File: src/rtl/fetch_sequencer.sv
// ---------------------------------------------------------------------------
// fetch_sequencer
//
// Purpose:
//   Owns the program counter and sequences a combinational instruction
//   memory. Each instruction is fetched in one cycle (FETCH), held in the
//   instruction register, and offered to the execute stage over a valid/ready
//   handshake (ISSUE). Execute may redirect the PC at any time during FETCH or
//   ISSUE. Accepting the HALT opcode stops sequencing until start is raised
//   again.
//
// Ports:
//   clk             in   1  system clock, rising-edge active
//   reset           in   1  asynchronous, active-high reset
//   start           in   1  level; leaves IDLE/HALTED and begins fetching
//   pc_address      out  8  address to instruction memory (PC register)
//   mem_data        in   8  instruction memory read data, same-cycle
//   instr_out       out  8  issued instruction (instruction register)
//   instr_pc        out  8  address the issued instruction came from
//   instr_valid     out  1  instr_out/instr_pc offered to execute
//   instr_ready     in   1  execute accepts the offered instruction
//   redirect_valid  in   1  execute requests a PC change
//   redirect_addr   in   8  new PC when redirect_valid=1
//   halted          out  1  HALT opcode accepted, sequencing stopped
//   busy            out  1  high in FETCH or ISSUE
//   issue_count     out  8  number of accepted instructions, wrapping
// ---------------------------------------------------------------------------
module fetch_sequencer #(
  parameter logic [7:0] RESET_PC    = 8'h00,
  parameter logic [7:0] PC_STEP     = 8'd2,
  parameter logic [7:0] HALT_OPCODE = 8'hFF
) (
  input  logic       clk,
  input  logic       reset,
  input  logic       start,
  output logic [7:0] pc_address,
  input  logic [7:0] mem_data,
  output logic [7:0] instr_out,
  output logic [7:0] instr_pc,
  output logic       instr_valid,
  input  logic       instr_ready,
  input  logic       redirect_valid,
  input  logic [7:0] redirect_addr,
  output logic       halted,
  output logic       busy,
  output logic [7:0] issue_count
);

  localparam logic [1:0] S_IDLE   = 2'd0;
  localparam logic [1:0] S_FETCH  = 2'd1;
  localparam logic [1:0] S_ISSUE  = 2'd2;
  localparam logic [1:0] S_HALTED = 2'd3;

  logic [1:0] r_state;
  logic [7:0] r_pc;
  logic [7:0] r_ir;
  logic [7:0] r_instr_pc;
  logic [7:0] r_issue_count;

  logic       w_instr_valid;
  logic       w_handshake;

  // A redirect in ISSUE squashes the offer in the same cycle, so execute
  // never sees a handshake on an instruction it is branching away from.
  assign w_instr_valid = (r_state == S_ISSUE) && !redirect_valid;
  assign w_handshake   = w_instr_valid && instr_ready;

  always_ff @(posedge clk or posedge reset) begin
    if (reset) begin
      r_state       <= S_IDLE;
      r_pc          <= RESET_PC;
      r_ir          <= 8'h00;
      r_instr_pc    <= 8'h00;
      r_issue_count <= 8'h00;
    end else begin
      case (r_state)
        S_IDLE: begin
          if (start) r_state <= S_FETCH;
        end
        S_FETCH: begin
          if (redirect_valid) begin
            // Refetch from the new target; IR keeps its old contents.
            r_pc <= redirect_addr;
          end else begin
            r_ir       <= mem_data;
            r_instr_pc <= r_pc;
            r_pc       <= r_pc + PC_STEP;
            r_state    <= S_ISSUE;
          end
        end
        S_ISSUE: begin
          if (redirect_valid) begin
            r_pc    <= redirect_addr;
            r_state <= S_FETCH;
          end else if (w_handshake) begin
            r_issue_count <= r_issue_count + 8'd1;
            r_state       <= (r_ir == HALT_OPCODE) ? S_HALTED : S_FETCH;
          end
        end
        S_HALTED: begin
          // PC already points past the HALT, so start resumes there.
          if (start) r_state <= S_FETCH;
        end
        default: r_state <= S_IDLE;
      endcase
    end
  end

  assign pc_address  = r_pc;
  assign instr_out   = r_ir;
  assign instr_pc    = r_instr_pc;
  assign instr_valid = w_instr_valid;
  assign halted      = (r_state == S_HALTED);
  assign busy        = (r_state == S_FETCH) || (r_state == S_ISSUE);
  assign issue_count = r_issue_count;

endmodule
File: config.mk
export PLATFORM = sky130hd
export DESIGN_NAME = fetch_sequencer
export DESIGN_NICKNAME = d
export VERILOG_FILES = /design/src/rtl/fetch_sequencer.sv
export SDC_FILE = /design/constraint.sdc
export NUM_CORES = 1
export LEC_CHECK = 0
export CAP_MARGIN = 10
export CORE_ASPECT_RATIO = 1.2
export CORE_MARGIN = 1
export CORE_UTILIZATION = 48
export DETAILED_ROUTE_END_ITERATION = 6
export PLACE_DENSITY = 0.84
export SYNTH_ARGS = -nofsm -noshare
export SYNTH_HDL_FRONTEND = slang
export SYNTH_SLANG_ARGS = --single-unit
File: constraint.sdc
create_clock -name clk -period 5.3 [get_ports clk]
set_clock_uncertainty 0.1 [all_clocks]
set_input_delay 1.59 -clock clk [delete_from_list [all_inputs] [get_ports clk]]
set_output_delay 1.59 -clock clk [all_outputs]
set_load 0.03 [all_outputs]
==> results.txt <==
status = finished, final reports clean
die area = 3670 um^2
largest net degree at the start of global routing = 35
Syn Inst Count = 139
Initial Util = 52.02%
Worst Path Max Fanout = 5
post-route ant nets = 0
Combinational Power Share = 56.0%
Worst-path clk slew = 0.09 ns
Final Max Tran Viols = 0
CTS max path bufs = 2
Chip Width = 55.47 um
Post-CTS Setup Bufs = 0
leading cell type in the layout, fill and taps excluded = clkdlybuf4s50_1
Crit Path Class = in -> out
detailed placement HPWL = 2773 um
vias in the first global route = 1380
Detailed Route WL = 3752 um
Antenna Cells = 0
Slew headroom = 45.38%
total number of vias = 1351
count of cell types in the netlist = 36
core area = 3166 um^2
worst-case reg-to-reg path depth = 5
class of the worst hold path = reg -> reg
layout cells sized above 1 = 15.23%
Placed Cells = 227
synth warn = 0
setup violators final = 0
Power Density = 618.8 nW/um^2
P_leak = 0.9886 nW
Vias/cell = 5.798
Max IR drop VDD = 0.0004477 V
most frequent cells in the layout = 55 x clkdlybuf4s50_1, 34 x dfrtp_1, 18 x mux2_2, 10 x inv_1, 6 x o21ai_0
Tcrit/Tclk final = 89.42%
sequential-to-total area share from yosys stat = 51.67%
first-pass GRT wire length = 6147 um
Sw Ratio = 44.16%
Worst path slowest cell = clkdlybuf4s50_1
Non-Filler Instances = 233
CTS tree = done
CP startpoint kind = input pin
utilization after layout = 72.02%
Port-buffer cells = 55
GRT Resource Usage Total = 21.74%
Hold Path Stages = 1
number of max-cap violations = 0
Final nets = 224
worst skew pair latency = 0.34 ns
Cell Chain, Critical Path = clkdlybuf4s50_1 -> nand2b_4 -> inv_1 -> clkdlybuf4s50_1
die height = 66.16 um
Internal = 0.7877 mW
Slowest Stage Delay on Critical Path = 0.69 ns
synthesized area = 1647 um^2
hold slack = 0.3902 ns
CTS buffer count = 5
drt pass-1 iters = 4
RePlAce Congestion = 0.8416
syn_nets = 165
Final Hold Vio Count = 0
initial antenna violation count = 0
Synth Register Bits = 34
Switch Pwr = 0.6230 mW
root buf cell = clkbuf_4
DRT iter0 DRCs = 51
Worst EP arrival = 3.05 ns
cell with the most instances on the worst path = clkdlybuf4s50_1
Crit path required time = 3.61 ns
WL/cell = 16.10 um
fin crit period = 4.739 ns
total negative slack = 0 ns
critical path endpoint category = output pin
Max Fclk = 211.0 MHz
Worst-Margin Slew = 0.8184 ns
maximum level of the CTS H-tree = 2
CTS resizes = 0
P&R area growth vs syn = 38.45%
TritonCTS Sinks = 34
DRC = 0
Seq pwr share = 33.9%
GRT Residual Overflow = 0
RSZ-0062 raised after global routing = no
Avg Inst Size Synth = 11.85 um^2
# rows = 22
# IOs = 56
clock power share = 10.1%
CTS hold repair buffers = 0
==> per-layer routing <==
layer | vias to the layer above | wire [um] | GRT usage, %
met2 | 51 | 1994 | 37.20
met1 | 673 | 1478 | 25.00
met5 | - | 0 | 0
met3 | 4 | 242 | 8.023
li1 | 623 | - | -
met4 | 0 | 36 | 7.813
==> sequential cells by signal (all words and copies together), names as in the netlist <==
name and flops:
instr_out 8, pc_address 8, issue_count 8, r_state 2
instr_pc 8
==> per-stage QoR <==
stage               total power, mW  instance area, um^2  worst slack, ns
floorplan                    0.9572                 1647            1.638
CTS                           1.422                 2280           0.5639
detailed placement            1.274                 2228           0.5774
global route                  1.490                 2280           0.5213
finish                        1.411                 2280           0.5606
global placement              1.243                 2228           0.5939
==> worst max-delay path: cells and delay by family <==
| family | cells | cell delay (ns) |
|---|---|---|
| AND/OR/NAND/NOR | 1 | 0.17 |
| buffers and inverters | 3 | 1.28 |
==> cell type report <==
class	instances	area (um^2)
Multi-Input combinational cell	90	729.5
Sequential cell	34	850.8
Inverter	10	37.54
Timing Repair Buffer	57	565.5
Tap cell	36	45.04
Fill cell	234	885.9
Clock buffer	6	51.30
==> synth_stat cells <==
cell | n | share of area [%]
o21ai_0 | 6 | 1.8
nand2b_4 | 1 | 0.84
ha_1 | 5 | 3.8
nor3_1 | 3 | 0.91
mux2i_1 | 1 | 0.61
a311o_1 | 3 | 1.8
and3_1 | 2 | 0.76
and4b_1 | 1 | 0.61
inv_1 | 10 | 2.3
a211oi_1 | 1 | 0.46
buf_4 | 2 | 0.91
xnor2_1 | 3 | 1.6
nor4_1 | 3 | 1.1
o31ai_1 | 1 | 0.46
or4_4 | 1 | 0.68
clkbuf_1 | 1 | 0.23
nand3_1 | 5 | 1.5
o32a_1 | 1 | 0.61
nand4b_1 | 2 | 1.1
nor2b_1 | 3 | 1.1
dfrtp_1 | 34 | 52
and2b_1 | 1 | 0.46
a22o_1 | 1 | 0.53
xnor2_2 | 1 | 0.99
o2bb2ai_1 | 2 | 1.1
a21oi_1 | 1 | 0.30
nor2_1 | 4 | 0.91
nor2_2 | 1 | 0.38
a22oi_1 | 5 | 2.3
nor3b_1 | 1 | 0.46
o41ai_1 | 1 | 0.53
xor2_1 | 3 | 1.6
nand4_1 | 4 | 1.5
buf_2 | 2 | 0.61
nand2_1 | 5 | 1.1
mux2_2 | 18 | 12
==> path summary, 6_finish.rpt <==
kind                            slack (ns)      startpoint             end
worst max-delay path                  0.56  redirect_valid     instr_valid
worst min-delay path                  0.39  issue_count[7]  issue_count[7]
worst min register to register        0.39  issue_count[7]  issue_count[7]
min in group asynchronous             1.53           reset  issue_count[6]
max in group asynchronous             3.26           reset     instr_pc[1]
worst max register to register        3.19      r_state[1]    instr_out[7]
==> cells by family after synthesis <==
logic type	after synthesis	synth area share, %
mux	19	12.92
xor+xnor	7	4.180
fa+ha+maj	5	3.799
simple gates	37	13.53
buf+inv	15	4.027
flops	34	51.67
compound gates	22	9.879
==> power groups by stage <==
| stage | Clock, mW | Sequential [mW] | Combinational (mW) |
|---|---|---|---|
| final | 0.143 | 0.478 | 0.791 |
| after global routing | 0.157 | 0.497 | 0.837 |
| after CTS | 0.149 | 0.478 | 0.795 |
| after detailed placement | 0 | 0.483 | 0.791 |
| after global placement | 0 | 0.473 | 0.769 |
| after floorplan | 0 | 0.662 | 0.295 |
(Power assumes the default switching activity.)
